`src/rtl/onehot_req_capture_if.sv`:
```
// Grant handshake between the request capture stage and its consumer (the 4x2 encoder).
// The capture stage drives the one-hot grant and valid; the consumer returns ack.
interface onehot_req_capture_if;
    logic [3:0] q;
    logic       valid;
    logic       ack;

    modport master (
        output q,
        output valid,
        input  ack
    );

    modport slave (
        input  q,
        input  valid,
        output ack
    );
endinterface

```
`src/rtl/onehot_req_capture.sv`:
```
// Synchronise, debounce and latch rising edges on four request lines, then grant them one at a
// time as a one-hot word. Define ROUND_ROBIN_EN for round-robin, else fixed priority (ch3 highest).
module onehot_req_capture #(
    parameter int unsigned DB_CYCLES = 4
) (
    input  logic                 clk,
    input  logic                 rst_n,
    input  logic [3:0]           raw,
    onehot_req_capture_if.master bus,
    output logic [3:0]           pending,
    output logic                 overflow
);

    localparam int unsigned CNT_W = $clog2(DB_CYCLES) + 1;
    localparam logic [CNT_W-1:0] CNT_MAX = CNT_W'(DB_CYCLES - 1);

    logic [3:0]       s1_q, s2_q;
    logic [3:0]       stable_q, stable_d;
    logic [3:0]       stable_prev_q;
    logic [CNT_W-1:0] cnt_q [4];
    logic [CNT_W-1:0] cnt_d [4];
    logic [3:0]       pending_q, pending_d;
    logic             overflow_q, overflow_d;
    logic [3:0]       q_q, q_d;
    logic             valid_q, valid_d;
    logic [3:0]       ev;
    logic [3:0]       clr;
    logic [3:0]       sel;

    // Debounce: the stable level flips only after DB_CYCLES consecutive differing samples.
    always_comb begin
        stable_d = stable_q;
        for (int k = 0; k < 4; k++) begin
            cnt_d[k] = '0;
            if (s2_q[k] != stable_q[k]) begin
                if (cnt_q[k] == CNT_MAX) begin
                    stable_d[k] = s2_q[k];
                end else begin
                    cnt_d[k] = cnt_q[k] + CNT_W'(1);
                end
            end
        end
    end

    assign ev  = stable_q & ~stable_prev_q;
    assign clr = (valid_q && bus.ack) ? q_q : 4'b0000;

`ifdef ROUND_ROBIN_EN
    logic [1:0] ptr_q, ptr_d;
    logic [1:0] sel_idx;
    logic [1:0] idx;

    always_comb begin
        sel     = 4'b0000;
        sel_idx = ptr_q;
        idx     = ptr_q;
        for (int i = 1; i <= 4; i++) begin
            idx = ptr_q + 2'(i);
            if (sel == 4'b0000 && pending_q[idx]) begin
                sel     = 4'(1) << idx;
                sel_idx = idx;
            end
        end
    end
`else
    // Ascending scan, last hit wins: channel 3 dominates.
    always_comb begin
        sel = 4'b0000;
        for (int k = 0; k < 4; k++) begin
            if (pending_q[k]) begin
                sel = 4'(1) << k;
            end
        end
    end
`endif

    always_comb begin
        // A fresh event on the channel being accepted wins over the clear.
        pending_d  = (pending_q & ~clr) | ev;
        overflow_d = |(ev & pending_q & ~clr);
        q_d        = q_q;
        valid_d    = valid_q;
`ifdef ROUND_ROBIN_EN
        ptr_d      = ptr_q;
`endif
        if (valid_q && bus.ack) begin
            valid_d = 1'b0;
            q_d     = 4'b0000;
        end else if (!valid_q && pending_q != 4'b0000) begin
            valid_d = 1'b1;
            q_d     = sel;
`ifdef ROUND_ROBIN_EN
            ptr_d   = sel_idx;
`endif
        end
    end

    always_ff @(posedge clk) begin
        if (!rst_n) begin
            s1_q          <= '0;
            s2_q          <= '0;
            stable_q      <= '0;
            stable_prev_q <= '0;
            pending_q     <= '0;
            overflow_q    <= 1'b0;
            q_q           <= '0;
            valid_q       <= 1'b0;
            for (int k = 0; k < 4; k++) begin
                cnt_q[k] <= '0;
            end
`ifdef ROUND_ROBIN_EN
            ptr_q         <= 2'd3;
`endif
        end else begin
            s1_q          <= raw;
            s2_q          <= s1_q;
            stable_q      <= stable_d;
            stable_prev_q <= stable_q;
            pending_q     <= pending_d;
            overflow_q    <= overflow_d;
            q_q           <= q_d;
            valid_q       <= valid_d;
            for (int k = 0; k < 4; k++) begin
                cnt_q[k] <= cnt_d[k];
            end
`ifdef ROUND_ROBIN_EN
            ptr_q         <= ptr_d;
`endif
        end
    end

    assign bus.q     = q_q;
    assign bus.valid = valid_q;
    assign pending   = pending_q;
    assign overflow  = overflow_q;

endmodule
```
`src/flat_wrapper.sv`:
```
// flat-port wrapper written by rule: the top's interface ports become plain ports
module onehot_req_capture_flat 
#(
    parameter int unsigned DB_CYCLES = 4
)
  (clk, rst_n, raw, pending, overflow, bus_q, bus_valid, bus_ack);
  onehot_req_capture_if bus_i ();
  input  logic clk;
  input  logic rst_n;
  input  logic [3:0] raw;
  output logic [3:0] pending;
  output logic overflow;
  output wire logic [$bits(bus_i.q)-1:0] bus_q;
  output wire logic [$bits(bus_i.valid)-1:0] bus_valid;
  input wire logic [$bits(bus_i.ack)-1:0] bus_ack;
  assign bus_q = bus_i.q;
  assign bus_valid = bus_i.valid;
  assign bus_i.ack = bus_ack;
  onehot_req_capture #(.DB_CYCLES(DB_CYCLES)) u_core (.clk(clk), .rst_n(rst_n), .raw(raw), .bus(bus_i), .pending(pending), .overflow(overflow));
endmodule
```
`config.mk`:
```
export PLATFORM = sky130hd
export DESIGN_NAME = onehot_req_capture_flat
export DESIGN_NICKNAME = d
export VERILOG_FILES = /design/src/rtl/onehot_req_capture_if.sv /design/src/rtl/onehot_req_capture.sv /design/src/flat_wrapper.sv
export SDC_FILE = /design/constraint.sdc
export NUM_CORES = 1
export LEC_CHECK = 0
export CORE_MARGIN = 2
export CORE_UTILIZATION = 44
export DETAILED_ROUTE_END_ITERATION = 16
export HOLD_SLACK_MARGIN = 0.03
export PLACE_DENSITY = 0.74
export SLEW_MARGIN = 10
export SYNTH_ARGS = -nofsm -noshare
export SYNTH_HDL_FRONTEND = slang
export SYNTH_SLANG_ARGS = --single-unit
```
`constraint.sdc`:
```
create_clock -name clk -period 3.5 [get_ports clk]
set_clock_uncertainty 0.15 [all_clocks]
set_input_delay 0.875 -clock clk [delete_from_list [all_inputs] [get_ports clk]]
set_output_delay 0.875 -clock clk [all_outputs]
set_load 0.02 [all_outputs]
```
==> metrics <==
status finished, final reports clean; Arr. time, crit path 1570 ps; Max Fclk just under 400 MHz; DR vias between 900 and 1k; port bufs 16; cell total after placement 197; Tightest Pin Transition about 540 ps; hold path cells 1; Synth top cells by count dfxtp_1 (38), nor2_1 (23), and2_1 (10); Sw Share between 20% and 30%; NetSw 0.140 mW; Clock power frac approximately a third; die width 60.1 microns; cts repair resizes 0; hold-fix buffers at CTS 0; Longest Clk Path Bufs 2; Antenna diodes 0; Ys Warns 0; root buffer cell clkbuf_4; Reg power frac between 60% and 70%; critical path data required time approximately 2500 ps; drc violations 0; max_cap viols 0; total grt overflow 0; CP Max Fanout 12; first-pass GRT wire length about 3900 microns; crit-path cells clkdlybuf4s50_1; Slew headroom a little under two thirds; number of synthesized flops with an enable pin 0; Worst-path clk slew roughly 100 ps; peak supply drop around 0.00032 V; pwr/cell area roughly 420 mW/mm^2; Starting Density between 40% and 50%; fin cells about 200; CTS HTree Levels 2; cell taking the most area after synthesis dfxtp_1; crit end category output pin; vias in the first global route 938; largest cells by area after synthesis dfxtp_1 (55%), ha_1 (7.2%), nor2_1 (6.2%), and2_1 (4.5%), a21oi_1 (3.3%); fin crit period 2590 ps; slowest stage cell on the critical path clkdlybuf4s50_1; Via-to-Cell Ratio approximately 4.7; Layout area overhead 17.2%; Yosys reg bits 38; register area share after synthesis 55.0%; antenna violations before repair 0; leakage approximately 0.61 nW; top-count cell post-synth dfxtp_1; Die Y around 60 microns; unrepaired setup endpoints after global routing no; Worst-Skew Late Latency about 330 ps; largest net degree at the start of global routing 15; FFs w/ async S/R, synth 0%; ANT nets after route 0; internal power approximately 0.55 mW; DRT Pass-1 Iters 4; post-synthesis instance area 0.00138 sq mm; Net Count, Synth between 150 and 200; CP top delay family buffers and inverters; routability congestion estimate 0.832; critical path class reg2out; Syn Area/Cell 9.75 sq um; Routed WL roughly 2300 microns; DP HPWL ~1700 microns; Worst path max stage delay 690 ps; Combinational Power Share approximately 2.9%; post-synth top area share roughly 55%; Die ar. ~0.0036 sq mm; WP buf/inv 1; Final Cycle Share approximately 74%; nature of the critical path startpoint register; final setup fails 0; # clock sinks 38; Slew Limit Fails 0; Routed wire per std cell 11.0 microns; Crit. path cell count 1; io pins 17; CTS tree yes; setup bufs post-CTS 0; row count 20; Hold Violations, Final 0; Core Footprint 0.00303 sq mm; top_reg_cell synth dfxtp_1; DRC marker count from the first detailed-route iteration 27; synth unique cells 22; Hold Crit Class reg2reg; setup TNS 0 ps; Total Routing Usage GR approximately 15%; fraction of layout cells with a size suffix above 1 slightly below 9%; nets 175; TritonCTS Buffers 5; reg2reg path depth 4; Syn Inst Count around 140
cell usage in the layout (no fill, tap or decap):
master and instances:
inv_1 9, inv_2 1, nor4_1 1, clkdlybuf4s50_1 16, a21oi_1 9, xnor2_1 4, mux2i_1 4, nor2_1 23
o21ai_0 3, ha_1 8, clkbuf_4 5, clkbuf_1 1, and2_1 10, and2_2 2, nor2b_1 4, a41oi_1 1
dfxtp_1 38, nor3_1 3, clkinv_2 1, or3_4 1, nand3_1 9, or3_2 3, nand2_1 4, clkbuf_8 1
kinds of logic (layout without fill, tap and decap cells):
family                     count (synthesis)  in the layout  share of synthesized area (%)
buffers and inverters                     15             34                           5.42
DFF                                       38             38                           55.0
xor gates and xnor gates                   4              4                           2.53
and+or+nand+nor                           60             60                           22.0
muxes                                      4              4                           2.89
adders and majority gates                  8              8                           7.23
AOI/OAI and AO/OA                         13             13                           4.97
final timing paths:
path	start	end	slack, ps
worst max register to register	u_core.cnt_q[0][0]$_SDFF_PP0_	u_core.cnt_q[0][2]$_SDFF_PP0_	1950
worst min-delay path	u_core.cnt_q[0][0]$_SDFF_PP0_	u_core.cnt_q[0][0]$_SDFF_PP0_	280
worst min register to register	u_core.cnt_q[0][0]$_SDFF_PP0_	u_core.cnt_q[0][0]$_SDFF_PP0_	280
worst max-delay path	u_core.bus.valid$_SDFFE_PP0P_	bus_valid	910
layout make-up:
class / instances / area (sq um)
well taps: 44 / 55.1
clock inverters: 1 / 5.00
fillers: 275 / 1410
repair buffers: 16 / 160
clock buffers: 7 / 55.1
inverters: 10 / 37.5
multi-input cells: 89 / 548
flip-flops and latches: 38 / 761
layer usage:
layer | share of wire (%) | track usage [%] | wire [microns]
met1 | 44 | 17.0 | 979
met2 | 50 | 25.3 | 1130
met3 | 5.1 | 5.19 | 114
met4 | 1.4 | 7.62 | 32
met5 | 0 | 0 | 0
per-stage QoR:
step	power, mW	cell area (sq um)	setup slack (ps)	hold WS (ps)	utilization [%]
after floorplan	0.461	1380	1810	246	-
after global placement	0.470	1560	927	255	51.6
after detailed placement	0.471	1560	838	261	51.6
after CTS	0.696	1620	904	281	53.6
after global routing	0.714	1620	854	293	53.6
final	0.686	1620	907	275	53.6
state kept, by name, indices dropped and copies added (netlist names):
| signal | cells |
|---|---|
| u_core.s2_q | 4 |
| u_core.stable_prev_q | 4 |
| u_core.pending | 4 |
| u_core.bus.valid | 1 |
| u_core.cnt_q | 12 |
| u_core.overflow | 1 |
| u_core.s1_q | 4 |
| u_core.bus.q | 4 |
| u_core.stable_q | 4 |
power by group through the flow:
stage                     clock [mW]  sequential (mW)  combinational, mW
after detailed placement           0            0.451             0.0204
after CTS                      0.235            0.441             0.0205
after global routing           0.250            0.441             0.0227
after global placement             0            0.450             0.0194
after floorplan                    0            0.450             0.0117
final                          0.226            0.440             0.0200
No activity file was read; power rests on OpenSTA's default activity.
==> RTL edit 1 (same flow settings) <==
`DB_CYCLES` is set to 4 in 2 places; all go to 8.
--- a/src/rtl/onehot_req_capture.sv
+++ b/src/rtl/onehot_req_capture.sv
@@ -3,3 +3,3 @@
 module onehot_req_capture #(
-    parameter int unsigned DB_CYCLES = 4
+    parameter int unsigned DB_CYCLES = 8
 ) (
--- a/src/flat_wrapper.sv
+++ b/src/flat_wrapper.sv
@@ -3,3 +3,3 @@
 #(
-    parameter int unsigned DB_CYCLES = 4
+    parameter int unsigned DB_CYCLES = 8
 )
Behaviour: not the same (Yosys sat finds a counterexample within 10 cycles, from zero or initial values and one cycle with rst_n low).
==> RTL edit 1 against the unedited design <==
- synthesized area rose by 12%
- sequential share of layout area fell by 0.70 points
- first-iteration DRC count rose by 30%
- global-route usage fell by 0.66 points
- total power rose by 19%
- setup slack got worse by 0.040 ns
- register-to-register slack improved by 0.22 ns
- sequential cell count rose by 4
- critical endpoint unchanged
- worst hold slack improved by 0.020 ns
- wire length rose by 11%
- cell area rose by 12%
==> RTL edit 1: results (changes against the unedited design) <==
run_status:
  status: "finished clean"  # unchanged
synth:
  synth_area_leaders: "dfxtp_1, xor2_1, nor2_1"  # was dfxtp_1, ha_1, nor2_1
  synth_fp_nets: 170  # was 157
  yosysSeqAreaShare_pct: 54.19  # was 54.97%
  synth_warnings: 0  # unchanged
  yosysUniqueCellTypes: 24  # was 22
  synth_common_cells: "dfxtp_1, nor2_1, nand3_1"  # was dfxtp_1, nor2_1, and2_1
  synth-main-ff-cell: "dfxtp_1"  # unchanged
cells_and_area:
  fillers: 308  # was 275
  antenna_cells: 0  # unchanged
  top_register: "u_core.cnt_q"  # unchanged
  largest_reg_flops: 16  # was 12
  drive_gt1_share_pct: 6.180  # was 8.696%
  fin_nets: 188  # was 175
setup_path:
  worstPathArrival_ns: 1.61  # was 1.57 ns
  critPathMaxStageDelay_ns: 0.68
  r2r_slack_ns: 2.17  # was 1.95 ns
  r2r.worst_path.cells: 3  # was 4
  timing.rr.start: "u_core.bus.valid"  # was u_core.cnt_q[0][0]
  crit_family: "buffers and inverters"  # unchanged
  r2r_end: "u_core.overflow"  # was u_core.cnt_q[0][2]
  crit_fanout: 12  # unchanged
  crit_type: "reg2out"  # unchanged
clock_network:
  cts.reportedPaths.clkPinSlew_ns: 0.13  # was 0.10 ns
  clockBufferDepth: 2  # unchanged
  htreeDepth: 2  # unchanged
  cts-resized-gates: 0  # unchanged
  insertion_delay_ns: 0.34
  post_cts_buffers: 0  # unchanged
  cts_buffers: 5  # unchanged
placement:
  post-place-ws_ns: 1.060  # was 0.8382 ns
  dp_hpwl_mm: 1.847  # was 1.694 mm
  place_congestion: 0.7432  # was 0.8323
global_routing:
  grt_pass1_vias: 1122  # was 938
  grt_usage_pct: 14.47  # was 15.13%
  grt_antenna_before_repair: 0  # unchanged
  grt_max_degree: 23  # was 15
  grt_pass1_wl_mm: 4.664  # was 3.946 mm
power:
  ir_drop_v: 0.0003706  # was 0.0003159 V
  internal-power_w: 0.0006438  # was 0.0005464 W
  leakage_nw: 0.7710  # was 0.6093 nW
sta:
  worst_pin_slew_ns: 0.6159  # was 0.5367 ns
  fmax_mhz: 379.7  # was 385.6 MHz
routing:
  routed_wl_mm: 2.489  # was 2.250 mm
  firstDrtPassIters: 6  # was 4
  vias_per_cell: 4.875  # was 4.654
  drtIter0Drc: 35  # was 27
min_path:
  hp-class: "reg2reg"  # unchanged
-- RTL edit 1: cell types whose count changed in the layout (fill, tap and decap cells not counted), moves of 5 or more --
| cell | change |
|---|---|
| xor2_1 | +12 |
| nand3_1 | +7 |
| inv_1 | -5 |
| nand3b_1 | +5 |
-- RTL edit 1: per-layer routing --
layer  share of wire [%]  GRT usage [%]
met1                  45          16.93
met2                  51          25.13
met4                0.48          4.891
met5                   0              0
met3                 3.4          4.286
-- RTL edit 1: cells by family (layout without fill, tap and decap cells) --
logic type	count (synthesis)	after routing	synth area share, %
xor+xnor	12	12	6.774
mux	4	4	2.581
simple gates	73	73	25.08
compound gates	13	13	4.597
fa+ha+maj	4	4	3.226
buf+inv	11	30	3.548
flops	42	42	54.19
-- RTL edit 1: how the worst min path moves through the flow --
| stage | slack (ns) | start | endpoint | cells after the start |
|---|---|---|---|---|
| 2_1_floorplan | 0.26 | u_core.s1_q[0] | u_core.s2_q[0] | 1 |
| 3_3_place_gp | 0.27 | u_core.s1_q[2] | u_core.s2_q[2] | 1 |
| 3_5_place_dp | 0.27 | u_core.s1_q[1] | u_core.s2_q[1] | 1 |
| 4_1_cts | 0.30 | u_core.s1_q[1] | u_core.s2_q[1] | 1 |
| 5_1_grt | 0.32 | u_core.s1_q[2] | u_core.s2_q[2] | 1 |
| 6_report | 0.30 | u_core.s1_q[2] | u_core.s2_q[2] | 1 |
-- RTL edit 1: metrics by stage --
step	hold WS [ns]	instances	area, um^2
after floorplan	0.2619	159	1551
final	0.2956	224	1819
after global placement	0.2662	216	1737
after global routing	0.3209	224	1819
after CTS	0.3039	224	1819
after detailed placement	0.2741	216	1737
-- RTL edit 1: area by class of cell --
type                       count  area share (%)
clock buffer                   5           2.063
timing repair buffer          16           8.803
clock inverter                 3           2.476
tap                           46           3.164
inverter                       6           1.238
multi-input combinational    106           36.04
sequential                    42           46.22
-- RTL edit 1: power groups by stage --
stage / logic (W) / registers, W / clock network, W
floorplan: 0.0000108 / 0.000496 / 0
global placement: 0.0000197 / 0.000497 / 0
detailed placement: 0.0000207 / 0.000497 / 0
CTS: 0.0000208 / 0.000487 / 0.000315
global route: 0.0000237 / 0.000487 / 0.000338
finish: 0.0000205 / 0.000486 / 0.000308
==> RTL edit 2 (same settings) <==
Made on the original files. Register the output `overflow` once more; this adds one clock of latency there. The other outputs are not delayed to match.
--- a/src/rtl/onehot_req_capture.sv
+++ b/src/rtl/onehot_req_capture.sv
@@ -134,3 +134,5 @@
     assign pending   = pending_q;
-    assign overflow  = overflow_q;
+    always_ff @(posedge clk) begin
+        overflow <= overflow_q;
+    end
 
Behaviour: no difference found for any inputs over 10 cycles, from zero or initial values and one cycle with rst_n low; that may be too few to reach the edited logic, so the function may still have changed.
==> RTL edit 2 against the unedited design <==
- critical endpoint unchanged
- non-clock buffer count is the same
- die area grew 1.4%
- synthesized area grew 1.4%
- cell area grew 0.77%
- largest cell class unchanged
- sequential cell count grew 1
- first-iteration DRC count grew 150%
- setup slack gained 0.024 ns
- combinational power is essentially flat
- total power shrank 0.31%
- wire length shrank 6.6%
==> RTL edit 2: results (changes against the unedited design) <==
run_status:
  status: "finished clean"  # unchanged
placement:
  place_congestion: 0.7086  # was 0.8323
  placement.cell_area_um2: 1582  # was 1562 um^2
  dp_hpwl_mm: 1.581  # was 1.694 mm
routing:
  drtIter0Drc: 67  # was 27
  routed-wl-met3_um: 128  # was 114 um
  vias: 998  # was 954
  drt-met1-wl_um: 860  # was 979 um
  routed_wl_mm: 2.102  # was 2.250 mm
sta:
  slew_headroom_pct: 68.73  # was 63.89%
  hold_ws_ns: 0.1878  # was 0.2753 ns
setup_path:
  r2r_end: "u_core.cnt_q[0][1]"  # was u_core.cnt_q[0][2]
synth:
  yosysSeqAreaShare_pct: 55.61  # was 54.97%
  synth_area_leaders: "dfxtp_1, ha_1, nor2_1"  # unchanged
min_path:
  min_path_cells: 0  # was 1
  hold_path_end: "u_core.overflow"  # was u_core.cnt_q[0][0]
  min_from: "u_core.overflow_q"  # was u_core.cnt_q[0][0]
cells_and_area:
  fillers: 281  # was 275
  fin_nets: 176  # was 175
  drive_gt1_share_pct: 9.259  # was 8.696%
power:
  pg_clk_w: 0.000212  # was 0.000226 W
  ir_drop_v: 0.0001838  # was 0.0003159 V
  power.density_nw_per_um2: 418.7  # was 423.2 nW/um^2
global_routing:
  grt_pass1_vias: 951  # was 938
  grt_usage_pct: 14.53  # was 15.13%
  grt_pass1_wl_mm: 3.815  # was 3.946 mm
## RTL edit 2: cell count changes in the layout (fill, tap and decap cells not counted)
cell      change
clkbuf_1      -1
clkbuf_8      -1
clkinv_2      +2
dfxtp_1       +1
## RTL edit 2: kinds of logic (layout without fill, tap and decap cells)
kind of cell               after synthesis  in the layout  share of synthesized area [%]
and+or+nand+nor                         60             60                          21.66
DFF                                     39             39                          55.62
buffers and inverters                   15             34                          5.347
AOI/OAI and AO/OA                       13             13                          4.902
adders and majority gates                8              8                          7.130
xor gates and xnor gates                 4              4                          2.495
muxes                                    4              4                          2.852
## RTL edit 2: routing by layer
layer,GRT usage (%),up-vias
met5,0,-
met4,10.87,0
met3,5.330,7
met2,24.84,25
met1,14.36,463
li1,-,503
## RTL edit 2: cell type report
class	count	area share [%]
flip-flops and latches	39	47.78
multi-input cells	89	33.54
repair buffers	16	9.801
clock buffers	5	2.297
clock inverters	3	0.9188
well taps	44	3.369
inverters	10	2.297
